`config.mk`:
```
export PLATFORM = sky130hd
export DESIGN_NAME = rggen_apb_adapter
export DESIGN_NICKNAME = d
export VERILOG_FILES = /design/src/rtl/rggen_apb_adapter_pkg.sv /design/src/rtl/rggen_watchdog_counter.sv /design/src/rtl/rggen_apb_adapter.sv
export SDC_FILE = /design/constraint.sdc
export NUM_CORES = 1
export LEC_CHECK = 0
export BUFFER_PORTS_ARGS = -buffer_cell sky130_fd_sc_hd__clkbuf_2
export CAP_MARGIN = 10
export CORE_UTILIZATION = 42
export CTS_CLUSTER_DIAMETER = 50
export DETAILED_ROUTE_END_ITERATION = 12
export PLACE_DENSITY = 0.76
export RECOVER_POWER = 25
export SLEW_MARGIN = 10
export SYNTH_ARGS = -nofsm -noshare
export SYNTH_HDL_FRONTEND = slang
export SYNTH_SLANG_ARGS = --single-unit
export TNS_END_PERCENT = 10
```
`constraint.sdc`:
```
create_clock -name clk -period 1.58 [get_ports clk]
set_input_delay 0.316 -clock clk [delete_from_list [all_inputs] [get_ports clk]]
set_output_delay 0.316 -clock clk [all_outputs]
set_load 0.02 [all_outputs]
```
`src/rtl/rggen_apb_adapter_pkg.sv`:
```
// Shared types and helpers for the APB register-block front end.
// Holds the FSM state encoding and the address-window decode.
package rggen_apb_adapter_pkg;

    typedef enum logic [1:0] {
        IDLE    = 2'd0,
        ACCESS  = 2'd1,
        RESPOND = 2'd2
    } state_t;

    function automatic int strobe_width(
        input int data_width
    );
        return data_width / 8;
    endfunction

    // Upper address bits must equal the base's upper bits.
    function automatic logic window_match(
        input logic [63:0] addr,
        input logic [63:0] base,
        input int          local_width
    );
        return (addr >> local_width) == (base >> local_width);
    endfunction

endpackage

```
`src/rtl/rggen_watchdog_counter.sv`:
```
// Saturating cycle counter that flags the last allowed cycle.
// A LIMIT of zero removes the counter and never expires.
module rggen_watchdog_counter #(
    parameter int WIDTH = 4,
    parameter int LIMIT = 16
) (
    input  logic clk,
    input  logic rst_n,
    input  logic clear,
    input  logic enable,
    output logic expired
);

    if (LIMIT == 0) begin : g_off
        logic unused_inputs;
        assign unused_inputs = ^{clk, rst_n, clear, enable};
        assign expired = 1'b0;
    end else begin : g_on
        localparam logic [WIDTH-1:0] LAST = WIDTH'(LIMIT - 1);

        logic [WIDTH-1:0] count;

        always_ff @(posedge clk or negedge rst_n) begin
            if (!rst_n) begin
                count <= '0;
            end else if (clear) begin
                count <= '0;
            end else if (enable && (count != LAST)) begin
                count <= count + 1'b1;
            end
        end

        assign expired = enable && (count == LAST);
    end

endmodule

```
`src/rtl/rggen_apb_adapter.sv`:
```
// APB4 slave front end driving a single-outstanding register bus.
// Registered pready/prdata/pslverr; window decode and watchdog.
module rggen_apb_adapter
    import rggen_apb_adapter_pkg::*;
#(
    parameter int                     ADDRESS_WIDTH       = 16,
    parameter int                     DATA_WIDTH          = 32,
    parameter int                     LOCAL_ADDRESS_WIDTH = 8,
    parameter logic [ADDRESS_WIDTH-1:0] BASE_ADDRESS      = '0,
    parameter int                     TIMEOUT_CYCLES      = 16
) (
    input  logic                           clk,
    input  logic                           rst_n,
    input  logic                           psel,
    input  logic                           penable,
    input  logic [ADDRESS_WIDTH-1:0]       paddr,
    input  logic                           pwrite,
    input  logic [DATA_WIDTH-1:0]          pwdata,
    input  logic [DATA_WIDTH/8-1:0]        pstrb,
    output logic                           pready,
    output logic [DATA_WIDTH-1:0]          prdata,
    output logic                           pslverr,
    output logic                           register_valid,
    output logic                           register_write,
    output logic [LOCAL_ADDRESS_WIDTH-1:0] register_address,
    output logic [DATA_WIDTH-1:0]          register_write_data,
    output logic [DATA_WIDTH/8-1:0]        register_strobe,
    input  logic                           register_ready,
    input  logic                           register_error,
    input  logic [DATA_WIDTH-1:0]          register_read_data
);

    localparam int STROBE_WIDTH = strobe_width(DATA_WIDTH);
    localparam int WD_WIDTH =
        (TIMEOUT_CYCLES > 1) ? $clog2(TIMEOUT_CYCLES) : 1;

    if ((DATA_WIDTH != 32) && (DATA_WIDTH != 64)) begin : g_bad_dw
        $error("DATA_WIDTH must be 32 or 64");
    end
    if (LOCAL_ADDRESS_WIDTH > ADDRESS_WIDTH) begin : g_bad_law
        $error("LOCAL_ADDRESS_WIDTH exceeds ADDRESS_WIDTH");
    end
    if (ADDRESS_WIDTH > 64) begin : g_bad_aw
        $error("ADDRESS_WIDTH must be at most 64");
    end
    if (BASE_ADDRESS[LOCAL_ADDRESS_WIDTH-1:0] != '0) begin : g_bad_base
        $error("BASE_ADDRESS not aligned to window");
    end

    state_t state;
    logic   abort;
    logic   hit;
    logic   expired;
    logic   setup;
    logic   done;

    assign setup = psel && !penable;
    assign done  = register_ready || expired;
    assign hit   = window_match(64'(paddr), 64'(BASE_ADDRESS),
                                LOCAL_ADDRESS_WIDTH);

    rggen_watchdog_counter #(
        .WIDTH (WD_WIDTH),
        .LIMIT (TIMEOUT_CYCLES)
    ) u_watchdog (
        .clk     (clk),
        .rst_n   (rst_n),
        .clear   (state != ACCESS),
        .enable  (state == ACCESS),
        .expired (expired)
    );

    always_ff @(posedge clk or negedge rst_n) begin
        if (!rst_n) begin
            state               <= IDLE;
            abort               <= 1'b0;
            pready              <= 1'b0;
            pslverr             <= 1'b0;
            prdata              <= '0;
            register_valid      <= 1'b0;
            register_write      <= 1'b0;
            register_address    <= '0;
            register_write_data <= '0;
            register_strobe     <= '0;
        end else begin
            unique case (state)
                IDLE: begin
                    pready <= 1'b0;
                    if (setup && hit) begin
                        state            <= ACCESS;
                        abort            <= 1'b0;
                        register_valid   <= 1'b1;
                        register_write   <= pwrite;
                        register_address <=
                            paddr[LOCAL_ADDRESS_WIDTH-1:0];
                        register_write_data <=
                            pwrite ? pwdata : '0;
                        register_strobe  <=
                            pwrite ? pstrb : {STROBE_WIDTH{1'b1}};
                    end else if (setup) begin
                        state   <= RESPOND;
                        pready  <= 1'b1;
                        pslverr <= 1'b1;
                        prdata  <= '0;
                    end
                end
                ACCESS: begin
                    if (!psel) begin
                        abort <= 1'b1;
                    end
                    // An abandoned transfer completes silently.
                    if (done && (abort || !psel)) begin
                        state          <= IDLE;
                        register_valid <= 1'b0;
                    end else if (done) begin
                        state          <= RESPOND;
                        register_valid <= 1'b0;
                        pready         <= 1'b1;
                        pslverr <= register_ready ?
                                   register_error : 1'b1;
                        prdata  <=
                            (register_ready && !register_write) ?
                            register_read_data : '0;
                    end
                end
                RESPOND: begin
                    pready <= 1'b0;
                    state  <= IDLE;
                end
                default: begin
                    state <= IDLE;
                end
            endcase
        end
    end

endmodule

```
==> reports/results.txt <==
The initial antenna violation count is 0. For the violation count after the first detailed-route iteration, the log shows 101. The number of clock buffers added by TritonCTS is 9. The first detailed-routing pass took 4 iterations.

The tree is rooted in a clkbuf_8. The filler cell count is 687. The path category of the worst min-delay check is in2reg.

The most used flip-flop cell after synthesis is dfrtp_1. The post-synthesis xor/xnor area fraction is 0.00235, and the via count of the routed design is 3360. Across all register-to-register paths, the minimum setup slack is -50 ps. For the max-capacitance violation count, the log shows 0. VDD sags by at most 0.504 mV. In this run, synthesis inferred 0 flip-flops with an integrated enable.

Count of endpoints failing hold in the final timing report: 0. Traced cell by cell, the critical path runs through ha_4 > buf_4 > a22oi_2 > buf_6 > o21ai_4 > buf_12 > o2bb2ai_1. STA puts the critical path data required time at 1800 ps. In this run the standard cell core region covers 8380 um2. The net count of the finished layout is 641. The count of buffering cells on the critical path with inverters included was 3. The number of H-tree branching levels came out at 3. Startpoint-to-endpoint class of the critical path: reg2reg.

In this run, distinct cell masters in the synthesized netlist total 33. Post-route worst setup slack: -54.2 ps. The run gives 9.81 mm as the overall routed net length.

The path depth of the worst reg2reg path was 7. The critical path ends at prdata[6]$_DFFE_PN0P_. The worst setup path is captured at a flop.

Setup violations remaining at the end of the flow were counted as 36. The power density relative to cell area was 916 nW/um2; the net count of the mapped netlist was 449. The run gives 0 as the DRC violations left.

The first global-routing pass estimated 15.3 mm of wire. Clock latency on the worst-skew pair, taken at its later pin, is 330 ps. Setup repair after global routing could not meet its margin everywhere. The worst slew margin relative to its limit is 0.599. The slowest stage of the critical path belongs to the cell dfrtp_1. The mean instance size in the synthesized netlist is 10.5 um2. The cell area that synthesis handed to floorplanning was 3720 um2. The share of post-route cells with drive strength above 1 is 0.448.

The number of vias per cell after detailed routing works out to 5.12. The shortest period the worst path allows works out to 1630 ps. The tools report the number of pins with negative max-slew slack in the final report as 0. After synthesis, the largest family of logic cells by area is simple AND/OR/NAND/NOR gates. Logic gate share of total power: 0.159. In this run the remaining antenna-violating nets after routing total 0.

The clock tree skew after final layout is 8.26 ps, and the count of cell instances traversed by the critical path is 7. The worst stage delay on the critical path works out to 430 ps. The flow ran to the end, but the final reports show violations. The tools report the top-level port count as 171. The tools report the final RePlAce weighted congestion as 0.742.

For this design the total switching power over the nets is 0.00123 W. The category of the worst setup path launch point is a flop. The internal portion of the total power is 0.00367 W. Timing startpoint of the critical path: state[0]$_DFFE_PN0P_.

The portion of total power attributed to the clock network was 0.371; the final design instance area without fill was 5350 um2. For the starting density of the core, the log shows 0.444. The area of all sequential standard cells is 2180 um2, and the overall overflow remaining after global route is 0. The clock input transition at the sequential cells of the worst setup and hold paths is 90 ps, and the post-synthesis cell count is 354. The static leakage power came out at 2.72 nW. Once detailed placement completed, the half-perimeter wirelength came to 6.83 mm. For the timing-limited maximum frequency, the log shows 612 MHz. Of all nets on the critical path, the largest fanout is 12. The run gives 0.470 as the relative contribution of sequential cells to total power. In this run the critical register-to-register path is launched from state[0]$_DFFE_PN0P_. Maximum number of pins on one net before global-route repair: 45. Summing all multi-input logic gate instances after layout gives 1500 um2. Overall power: 0.00490 W. For the number of warning messages in the yosys log, the log shows 0. TritonCTS built the clock tree. The share of the cycle needed by the critical path after routing was 1.03. The number of global-route vias before repair was 3263.

Measured along the x axis, the die boundary spans 96.1 um. The switching share of power is 0.252. The mux cell area share after synthesis came out at 0.0326. The floorplan step set the die height to 96.1 um. The part of the Yosys area used for sequential elements was 0.585. The checks that failed: negative setup slack.

The antenna diode count was 0; the relative area change from synthesis to final layout was 43.7%. The endpoint identified for the worst register-to-register timing path is prdata[6]$_DFFE_PN0P_. In the final routed layout, each cell accounts on average for 15.0 um. During placement, the flow inserted port buffers numbering 170. The number of clock sinks seen by CTS is 87, and the arrival time at the worst endpoint is 1850 ps. In this run the cell area measured after placement is 4960 um2. The proportion of register bits with asynchronous set or reset after synthesis came out at 1.00. Adder-cell share of the synthesized area: 0.0134. The floorplan has 33 rows. The synthesized design contains 87 register bits. For the pin with the worst max-slew slack, the measured transition is 602 ps. Cell family with the largest share of critical-path delay: buffers and inverters. The die covers 9240 um2. Global-route usage over all layers: 0.215.

For the final routed database, the setup TNS stands at -1190 ps. The compound-gate portion of the synthesized area was 0.161. For the buffer levels on the longest clock path, the log shows 2. The basic-gate share of the synthesized area counting and, or, nand and nor cells came out at 0.168.
sequential cells by signal, summed over array words and instances, names as in the netlist:
register / flops
register_strobe: 4
register_valid: 1
abort: 1
register_write: 1
state: 2
u_watchdog.g_on.count: 4
pready: 1
register_address: 8
register_write_data: 32
pslverr: 1
prdata: 32
logic make-up after synthesis:
family / count (synthesis)
xor+xnor: 1
compound gates: 86
fa+ha+maj: 4
flops: 87
simple gates: 133
mux: 11
buf+inv: 32
cells in the final DEF, fill, tap and decap left out, types with 3 or more instances in the layout:
cell type    n
buf_6        3
clkbuf_2   169
clkbuf_1     3
mux2_4       4
o2bb2ai_1   27
buf_12       8
nand3_1     35
nor2b_1      5
o2bb2ai_2    5
o21ai_0      4
nand2_1     74
mux2_1       3
o21ai_1     36
clkbuf_8     9
inv_1        5
buf_4       21
bufinv_16    3
nor2_2       3
nor2_1       5
dfrtp_1     87
worst reg2reg max path, stage by stage (launching register included):
cell and delay (ps):
dfrtp_1 430, ha_4 190, buf_4 140, a22oi_2 200
buf_6 150, o21ai_4 100, buf_12 170, o2bb2ai_1 130
metal layers:
metal | share of wire | vias up | global-route usage
li1 | - | 1615 | -
met1 | 0.42 | 1593 | 0.264
met2 | 0.49 | 145 | 0.371
met3 | 0.081 | 7 | 0.0529
met4 | 0.0084 | 0 | 0.0659
met5 | 0 | - | 0
metrics by stage:
stage | instances | hold slack, ps | worst slack [ps] | util
2_1_floorplan | 354 | 20.4 | 3.25 | -
3_3_place_gp | 633 | 319 | -80.6 | 0.592
3_5_place_dp | 633 | 324 | -159 | 0.592
4_1_cts | 656 | 160 | -54.5 | 0.639
5_1_grt | 656 | 165 | -134 | 0.638
6_report | 656 | 179 | -54.2 | 0.638
area by class of cell:
cell class,count,share of cell area
clock inverter,5,0.0199
clock buffer,11,0.0246
tap,105,0.0246
multi-input combinational,235,0.280
sequential,87,0.407
inverter,6,0.00421
timing repair buffer,207,0.239
worst min path at each step:
| stage | start | endpoint | slack (ps) | cells after the start |
|---|---|---|---|---|
| final | paddr[7] | register_address[7]$_DFFE_PN0P_ | 180 | 2 |
| after global routing | paddr[7] | register_address[7]$_DFFE_PN0P_ | 160 | 2 |
| after CTS | paddr[7] | register_address[7]$_DFFE_PN0P_ | 160 | 2 |
| after detailed placement | rst_n | pready$_DFFE_PN0P_ | 320 | 2 |
| after global placement | rst_n | prdata[3]$_DFFE_PN0P_ | 320 | 2 |
| after floorplan | rst_n | abort$_DFFE_PN0P_ | 20 | 0 |
power by group through the flow:
stage | Combinational, W | Clock (W) | Sequential (W)
floorplan | 0.000329 | 0 | 0.00238
detailed placement | 0.000701 | 0 | 0.00234
CTS | 0.000766 | 0.00187 | 0.00230
finish | 0.000778 | 0.00182 | 0.00230
global route | 0.000844 | 0.00196 | 0.00231
global placement | 0.000684 | 0 | 0.00234
Yosys cell counts, types with 2 or more instances:
| cell type | count | share of area |
|---|---|---|
| dfrtp_1 | 87 | 0.58 |
| nand3_1 | 37 | 0.050 |
| mux2_2 | 2 | 0.0060 |
| nand2b_1 | 2 | 0.0034 |
| ha_1 | 4 | 0.013 |
| o2bb2ai_1 | 32 | 0.075 |
| buf_4 | 3 | 0.0060 |
| clkbuf_1 | 14 | 0.014 |
| nor2_1 | 8 | 0.0081 |
| inv_1 | 6 | 0.0060 |
| o21ai_0 | 4 | 0.0054 |
| buf_2 | 9 | 0.012 |
| nor2b_1 | 6 | 0.010 |
| nand2_1 | 74 | 0.075 |
| nor4_4 | 2 | 0.011 |
| a21oi_1 | 3 | 0.0040 |
| o21ai_1 | 36 | 0.048 |
| a211oi_1 | 2 | 0.0040 |
| a31oi_1 | 2 | 0.0034 |
| mux2_1 | 7 | 0.021 |
| mux2i_1 | 2 | 0.0054 |
timing repair:
item | in CTS | in global routing
pin swaps | 3 | 5
endpoints found under the setup margin | 33 | 73
hold endpoints to repair | 87 | 0
resized for setup | 14 | 5
cloned | 2 | 0
hold buffers | 1 | 0
buffers inserted | 4 | 0
(Power assumes the default switching activity.)
